===== src/rtl/huffman_encoder_serial.sv =====
// Serial prefix-code encoder: a symbol FIFO feeds a shifter that streams codes MSB-first, back-to-back.
// Define HUFF_ENC_STATS_EN to add the sym_count/bit_count statistics ports.
module huffman_encoder_serial #(
  parameter int DEPTH = 4
) (
  input  logic        clk,
  input  logic        rst,
  input  logic [5:0]  sym_in,
  input  logic        sym_valid,
  output logic        sym_ready,
  output logic        bit_out,
  output logic        bit_valid,
  output logic        bit_last,
  output logic        err
`ifdef HUFF_ENC_STATS_EN
  ,
  output logic [15:0] sym_count,
  output logic [15:0] bit_count
`endif
);

  localparam int AW = $clog2(DEPTH);
  localparam logic [AW:0] FULL_CNT = (AW+1)'(DEPTH);
  localparam logic [0:0] IDLE  = 1'b0;
  localparam logic [0:0] SHIFT = 1'b1;

  typedef struct packed {
    logic [7:0] code;
    logic [3:0] len;
  } code_t;

  // Codes are left-aligned so the shifter always emits bit 7.
  function automatic code_t lookup(input logic [4:0] s);
    code_t c;
    case (s)
      5'd1:    c = '{8'b0000_0000, 4'd2};
      5'd2:    c = '{8'b0100_0000, 4'd2};
      5'd3:    c = '{8'b1000_0000, 4'd2};
      5'd4:    c = '{8'b1100_0000, 4'd3};
      5'd5:    c = '{8'b1110_0000, 4'd6};
      5'd6:    c = '{8'b1110_0100, 4'd6};
      5'd7:    c = '{8'b1110_1000, 4'd6};
      5'd8:    c = '{8'b1110_1100, 4'd7};
      5'd9:    c = '{8'b1110_1110, 4'd7};
      5'd10:   c = '{8'b1111_0000, 4'd7};
      5'd11:   c = '{8'b1111_0010, 4'd7};
      5'd12:   c = '{8'b1111_0100, 4'd7};
      5'd13:   c = '{8'b1111_0110, 4'd7};
      5'd14:   c = '{8'b1111_1000, 4'd7};
      5'd15:   c = '{8'b1111_1010, 4'd7};
      5'd16:   c = '{8'b1111_1100, 4'd7};
      5'd17:   c = '{8'b1111_1110, 4'd8};
      5'd18:   c = '{8'b1111_1111, 4'd8};
      default: c = '{8'b0000_0000, 4'd0};
    endcase
    return c;
  endfunction

  logic [DEPTH-1:0][4:0] mem_q, mem_d;
  logic [AW-1:0]         wr_ptr_q, wr_ptr_d, rd_ptr_q, rd_ptr_d;
  logic [AW:0]           count_q, count_d;
  logic [0:0]            state_q, state_d;
  logic [7:0]            shift_q, shift_d;
  logic [3:0]            remain_q, remain_d;
  logic                  err_q, err_d;

  logic  acc, in_range, push, load;
  code_t head;

  always_comb begin
    acc      = sym_valid && sym_ready;
    in_range = (sym_in != 6'd0) && (sym_in <= 6'd18);
    push     = acc && in_range;
    // A new code loads from IDLE, or on the last bit of the current one for zero-bubble chaining.
    load     = (count_q != '0) &&
               ((state_q == IDLE) || ((state_q == SHIFT) && (remain_q == 4'd1)));
    head     = lookup(mem_q[rd_ptr_q]);

    mem_d    = mem_q;
    wr_ptr_d = wr_ptr_q;
    rd_ptr_d = rd_ptr_q;
    count_d  = count_q;
    if (push) begin
      mem_d[wr_ptr_q] = sym_in[4:0];
      wr_ptr_d        = wr_ptr_q + AW'(1);
    end
    if (load) rd_ptr_d = rd_ptr_q + AW'(1);
    case ({push, load})
      2'b10:   count_d = count_q + (AW+1)'(1);
      2'b01:   count_d = count_q - (AW+1)'(1);
      default: count_d = count_q;
    endcase

    state_d  = state_q;
    shift_d  = shift_q;
    remain_d = remain_q;
    if (load) begin
      state_d  = SHIFT;
      shift_d  = head.code;
      remain_d = head.len;
    end else if (state_q == SHIFT) begin
      if (remain_q == 4'd1) begin
        state_d  = IDLE;
        shift_d  = '0;
        remain_d = '0;
      end else begin
        shift_d  = {shift_q[6:0], 1'b0};
        remain_d = remain_q - 4'd1;
      end
    end

    err_d = acc && !in_range;
  end

  always_ff @(posedge clk or negedge rst) begin
    if (!rst) begin
      mem_q    <= '0;
      wr_ptr_q <= '0;
      rd_ptr_q <= '0;
      count_q  <= '0;
      state_q  <= IDLE;
      shift_q  <= '0;
      remain_q <= '0;
      err_q    <= 1'b0;
    end else begin
      mem_q    <= mem_d;
      wr_ptr_q <= wr_ptr_d;
      rd_ptr_q <= rd_ptr_d;
      count_q  <= count_d;
      state_q  <= state_d;
      shift_q  <= shift_d;
      remain_q <= remain_d;
      err_q    <= err_d;
    end
  end

  assign sym_ready = (count_q != FULL_CNT);
  assign bit_valid = (state_q == SHIFT);
  assign bit_out   = bit_valid && shift_q[7];
  assign bit_last  = bit_valid && (remain_q == 4'd1);
  assign err       = err_q;

`ifdef HUFF_ENC_STATS_EN
  logic [15:0] sym_count_q, sym_count_d, bit_count_q, bit_count_d;

  always_comb begin
    sym_count_d = load      ? sym_count_q + 16'd1 : sym_count_q;
    bit_count_d = bit_valid ? bit_count_q + 16'd1 : bit_count_q;
  end

  always_ff @(posedge clk or negedge rst) begin
    if (!rst) begin
      sym_count_q <= '0;
      bit_count_q <= '0;
    end else begin
      sym_count_q <= sym_count_d;
      bit_count_q <= bit_count_d;
    end
  end

  assign sym_count = sym_count_q;
  assign bit_count = bit_count_q;
`else
  // Statistics counters are not built in this configuration.
`endif

endmodule


===== config.mk =====
export PLATFORM = sky130hd
export DESIGN_NAME = huffman_encoder_serial
export DESIGN_NICKNAME = d
export VERILOG_FILES = /design/src/rtl/huffman_encoder_serial.sv
export SDC_FILE = /design/constraint.sdc
export NUM_CORES = 1
export LEC_CHECK = 0
export ABC_AREA = 1
export CORE_ASPECT_RATIO = 1.75
export CORE_UTILIZATION = 50
export DETAILED_ROUTE_END_ITERATION = 10
export GPL_TIMING_DRIVEN = 0
export PLACE_DENSITY = 0.77
export SLEW_MARGIN = 20
export SYNTH_ARGS = -nofsm -noshare
export SYNTH_HDL_FRONTEND = slang
export SYNTH_SLANG_ARGS = --single-unit

===== constraint.sdc =====
create_clock -name clk -period 2 [get_ports clk]
set_clock_uncertainty 0.05 [all_clocks]
set_input_delay 0.6 -clock clk [delete_from_list [all_inputs] [get_ports clk]]
set_output_delay 0.6 -clock clk [all_outputs]
set_load 0.02 [all_outputs]

# --- Word level (Yosys, flattened, before mapping) ---
# Memory sizes are Yosys's and may differ from the RTL's.
# Index checks and enable logic that the tools add are counted.
totals:
  regBits: 41
  latch_bits: 0
  mem_bits_rw: 0
  mem_bits_ro: 384
  in_bits: 9
  output_inout_bits: 5
  wordCells: 55
  mem_count: 1
classes:
  add_sub_neg: 5
  multipliers: 0
  div: 0
  order_cmp: 4
  n_eq_ne: 4
  shifts: 0
  n_mux: 15
  bitwise: 1
  n_reduce_logical: 14
mem_list:
  columns: ["memory", "depth", "word_bits", "read_ports", "rd_ports_with_merged_regs", "wr", "line", "rtl"]
  rows:
  - ["(no name shown)", 32, 12, 1, 0, 0, "35", "case (s)"]
op_table:
  columns: ["op", "count"]
  rows:
  - ["8-bit two-way mux", 3]
  - ["20-bit bitwise mux", 1]
  - ["4-bit two-way mux", 3]
  - ["5-bit binary-select mux with 2-bit select", 1]
  - ["5-bit demux with 2-bit select", 1]
  - ["5-bit two-way mux", 2]
  - ["1-bit logical AND", 8]
  - ["6-bit by 5-bit <= comparator with 1-bit output (second input constant)", 1]
  - ["2-bit by 3-bit less-than comparator with 1-bit output (second input constant)", 2]
  - ["3-bit case mux with 2 select lines", 1]
  - ["6-bit nonzero test", 1]
  - ["2-bit by 1-bit adder with 2-bit output (second input constant)", 2]
  - ["4-bit by 1-bit equality test with 1-bit output (second input constant)", 1]
  - ["2-bit nonzero test", 2]
  - ["4-bit by 1-bit subtractor with 4-bit output (second input constant)", 1]
  - ["3-bit by 1-bit adder with 3-bit output (second input constant)", 1]
  - ["1-bit two-way mux", 3]
  - ["3-bit inequality test (second input constant)", 1]
  - ["3-bit nonzero test", 1]
  - ["3-bit by 1-bit subtractor with 3-bit output (second input constant)", 1]
  - ["2-bit by 1-bit equality test with 1-bit output (second input constant)", 1]
  - ["2-bit equality test (second input constant)", 1]
  - ["2-bit by 1-bit greater-or-equal comparator with 1-bit output (second input constant)", 1]
  - ["1-bit logical NOT", 1]
  - ["other kinds (2)", 2]

# --- Longest topological paths before layout ---
logic_depth:
  ltp_word: 6
  mapped_depth: 15
  ltp_nobuf: 13

# --- Worst setup path after synthesis ---
# OpenSTA, ideal clock, no wires.
synth_timing:
  kind: "in2reg"
  startpoint: "input sym_in[1]"
  endpoint: "register count_q[2]"
  setup_time_ns: 0.079
  arrival_time_ns: 2.144
  required_ns: 1.871
  setup_slack_ns: -0.273
  stages: 13
  n_path_buf: 1
  path_cell_list: "nor3_1 > nand2_1 > nand2_1 > nor2_1 > nand2_1 > buf_4 > ha_1 > inv_1 > fa_1 > nor2_1 > nor2_1 > nand2_1 > xor2_1"
synth_between:
  elab_chain_len: 5
  elab_cells_between_ends: 8
  cone_classes: "1 x order compare; 2 x eq/ne; 1 x mux; 4 x reduce/logical"
synth_rtl:
  columns: ["item", "line", "rtl"]
  rows:
  - ["start: declaration", "8", "input logic [5:0] sym_in,"]
  - ["6-bit by 5-bit <= comparator with 1-bit output or 6-bit nonzero test (tied branches)", "72", "in_range = (sym_in != 6'd0) && (sym_in <= 6'd18);"]
  - ["1-bit logical AND (*)", "72", null]
  - ["1-bit logical AND (*)", "73", "push = acc && in_range;"]
  - ["2-bit by 1-bit equality test with 1-bit output or 2-bit equality test (tied branches)", "88", "case ({push, load})"]
  - ["3-bit case mux with 2 select lines or 2-bit nonzero test (tied branches)", null, null]
  - ["end signal: assignment", "129", "count_q <= count_d;"]
  - ["end: declaration", "61", "logic [AW:0] count_q, count_d;"]
# Mark *: on every way between the ends. The rest lies on a longest branch, timed or not.
# A chain may end at the register's enable or synchronous reset.

# --- Worst setup path in the final report ---
layout_timing:
  startpoint: "input sym_valid"
  endpoint: "register count_q[2]"
layout_between:
  elab_chain_len: 4
  elab_cells_between_ends: 6
  cone_classes: "2 x eq/ne; 1 x mux; 3 x reduce/logical"
layout_rtl:
  columns: ["item", "line", "rtl"]
  rows:
  - ["start: declaration", "9", "input logic sym_valid,"]
  - ["1-bit logical AND (*)", "71", "acc = sym_valid && sym_ready;"]
  - ["1-bit logical AND (*)", "73", null]
  - ["2-bit by 1-bit equality test with 1-bit output or 2-bit equality test (tied branches)", "88", null]
  - ["3-bit case mux with 2 select lines or 2-bit nonzero test (tied branches)", null, null]
# Marked as above.

==> impl_metrics.yaml <==
worst_setup_path:
  critPathMaxFanout: 3
  cp.required_ps: 2140
  max_stage_delay_ps: 480
  cpMaxStageDelayCell: "clkdlybuf4s50_1"
  rr_worst_depth: 13
  arrival_ps: 2120
  cp_num_cells: 10
  regToRegSetupSlack_ps: 40
  critical_path.most_common_cell: "nor2_1"
  endpoint_kind: "register"
  crit_end: "count_q[2]"
  worstReg2RegStart: "remain_q[1]"
  startpoint: "sym_valid"
  cp.buffers_inverters: 2
  crit_type: "input pin to register"
  rr_endpoint: "count_q[2]"
  critPathTopFamily: "buffers and inverters"
  critPathLaunchType: "input pin"
  path_cells: "clkdlybuf4s50_1 -> a21boi_4 -> nand2_4 -> ha_4 -> inv_2 -> fa_2 -> nor2_1 -> nor2_1 -> nand2_1 -> xor2_1"
global_route:
  gr-total-overflow: 0
  grt_max_degree: 30
  grt_pass1_vias: 2029
  antenna_found_initial: 0
  grt_pass1_wl_um: 8710
  grt.total_usage_pct: 23.4
route:
  via_count: 2049
  firstDrtPassIters: 4
  drtIter0Drc: 30
  wl_per_cell_um: 13.1
  drt-total-wl_um: 5230
  drtAntennaViolNets: 0
  route.detailed.drc: 0
  viasPerCell: 5.15
die:
  ios: 14
  die_h_um: 94.1
  die_width_um: 54.6
  rows: 33
  start_util_pct: 52.0
  die_area_um2: 5140
  core_area_um2: 4670
timing:
  tightest_slew_ps: 445
  fmax_mhz: 505
  rsz0062_at_grt: "yes"
  setup_viol: 0
  fin_setup_tns_ps: 0
  fin_crit_sh_pct: 99.0
  timing.final.max_slew_violations: 0
  slew_headroom_pct: 70.3
  timing.final.crit_period_ps: 1980
  hold_viol: 0
final_layout:
  drive_gt1_share_pct: 19.7
  layout.nets: 367
  final_cell_mix: "nand2_1 (107), dfrtp_1 (40), o21ai_0 (29)"
  antennaDiodeCount: 0
  nFillCells: 415
  synthToLayoutAreaGrowth_pct: 19.0
  final_util_pct: 61.9
  layout_commonest_cell: "nand2_1"
clock_network:
  clk_pin_slew_ps: 80
  cts_buffers: 5
  clockRootBuffer: "clkbuf_8"
  htree_levels: 2
  clk_latency_ps: 300
  hold_buffers: 0
  clk_path_buf_depth: 2
  cts_sinks: 41
  cts_tree: "done"
synth:
  yosysSeqAreaShare_pct: 42.3
  synth_nets: 338
  yosysWarnings: 0
  yosysTopAreaCellShare_pct: 42.3
  postSynthAreaPerCell_um2: 7.67
  synth_area_um2: 2420
  synth_area_leader_cell: "dfrtp_1"
  synth_area_leaders: "dfrtp_1 (42%), nand2_1 (17%), o21ai_0 (6.6%)"
  synth_cell_types: 32
  synth-seq-cells: 41
  synth_cells: 316
placement:
  portBuffers: 13
  hpwl_um: 4010
  gp_congestion: 0.896
hold_path:
  hp-class: "input pin to asynchronous set/reset pin"
pwr:
  vdd_ir_drop_max_mv: 1.05
  cellPowerDensity_nw_per_um2: 1770
  leakagePower_nw: 1.49
outcome:
  status: "finished, final reports clean"
job:
  max_cap_violations: 0
metal layers:
metal	vias to the layer above	track usage, %	routed length, um
met5	-	0	0
met2	31	43.0	2970
li1	1056	-	-
met1	947	22.7	1940
met3	15	4.05	115
met4	0	12.6	193
cell type report:
type / count / area, um^2 / area share, %
Inverter: 35 / 144 / 4.98
Clock inverter: 2 / 38.8 / 1.34
Sequential cell: 41 / 1030 / 35.6
Tap cell: 52 / 65.1 / 2.25
Timing Repair Buffer: 23 / 181 / 6.29
Clock buffer: 6 / 72.6 / 2.51
Buffer: 7 / 73.8 / 2.56
Multi-Input combinational cell: 232 / 1280 / 44.5
cells by family after synthesis:
logic type | after synthesis | synth area share [%]
and+or+nand+nor | 168 | 29.7
buffers and inverters | 43 | 9.08
DFF | 41 | 42.3
xor gates and xnor gates | 5 | 1.81
adders and majority gates | 13 | 7.02
AOI/OAI and AO/OA | 46 | 10.1
worst min path at each step:
stage	to	slack [ps]
global route	shift_q[6]	150
detailed placement	shift_q[1]	420
CTS	shift_q[6]	150
floorplan	bit_valid	250
global placement	shift_q[1]	410
finish	shift_q[6]	140
sequential cells by signal, summed over array words and instances (netlist names):
| name | count |
|---|---|
| err | 1 |
| rd_ptr_q | 2 |
| bit_valid | 1 |
| shift_q | 8 |
| mem_q | 20 |
| count_q | 3 |
| remain_q | 4 |
| wr_ptr_q | 2 |
through the flow:
stage               instance area [um^2]  setup slack, ps  total power [mW]  cells  hold WS, ps
floorplan                           2450            -83.0              3.57    316          254
global placement                    2650             -831              4.10    381          415
detailed placement                  2660             -852              4.20    382          422
CTS                                 2810            -80.8              4.90    392          153
global route                        2890            -66.2              5.61    398          150
finish                              2890             19.6              5.10    398          140
power by group:
part	total, mW	internal, mW	switching [mW]
logic	2.93	1.17	1.76
registers	1.50	1.23	0.273
clock network	0.669	0.375	0.295
worst reg2reg max path: stages (launching register included):
cell,delay (ps)
dfrtp_1,380
inv_2,70
ha_4,140
nand3_4,130
nand2_4,110
nand2_4,80
clkinv_4,70
ha_4,120
inv_2,40
fa_2,350
nor2_1,100
nor2_1,40
nand2_1,70
xor2_1,130
synth_stat cells (all sizes together):
cell type    n
ha          12
o22ai        1
fa           1
inv         34
a21oi        8
xnor2        1
clkbuf       2
nand4        1
nand3       25
o21ai       32
nor2        20
xor2         4
clkinv       1
dfrtp       41
nand2      119
a31oi        2
a21boi       2
nor3         2
o211ai       1
or2          1
buf          6
timing repair:
item | CTS | global route
pin swaps | 1 | 9
setup buffers | 2 | 7
setup endpoints to repair | 26 | 19
resized for setup | 24 | 26
Note: power is estimated with default switching activity, not from simulation.
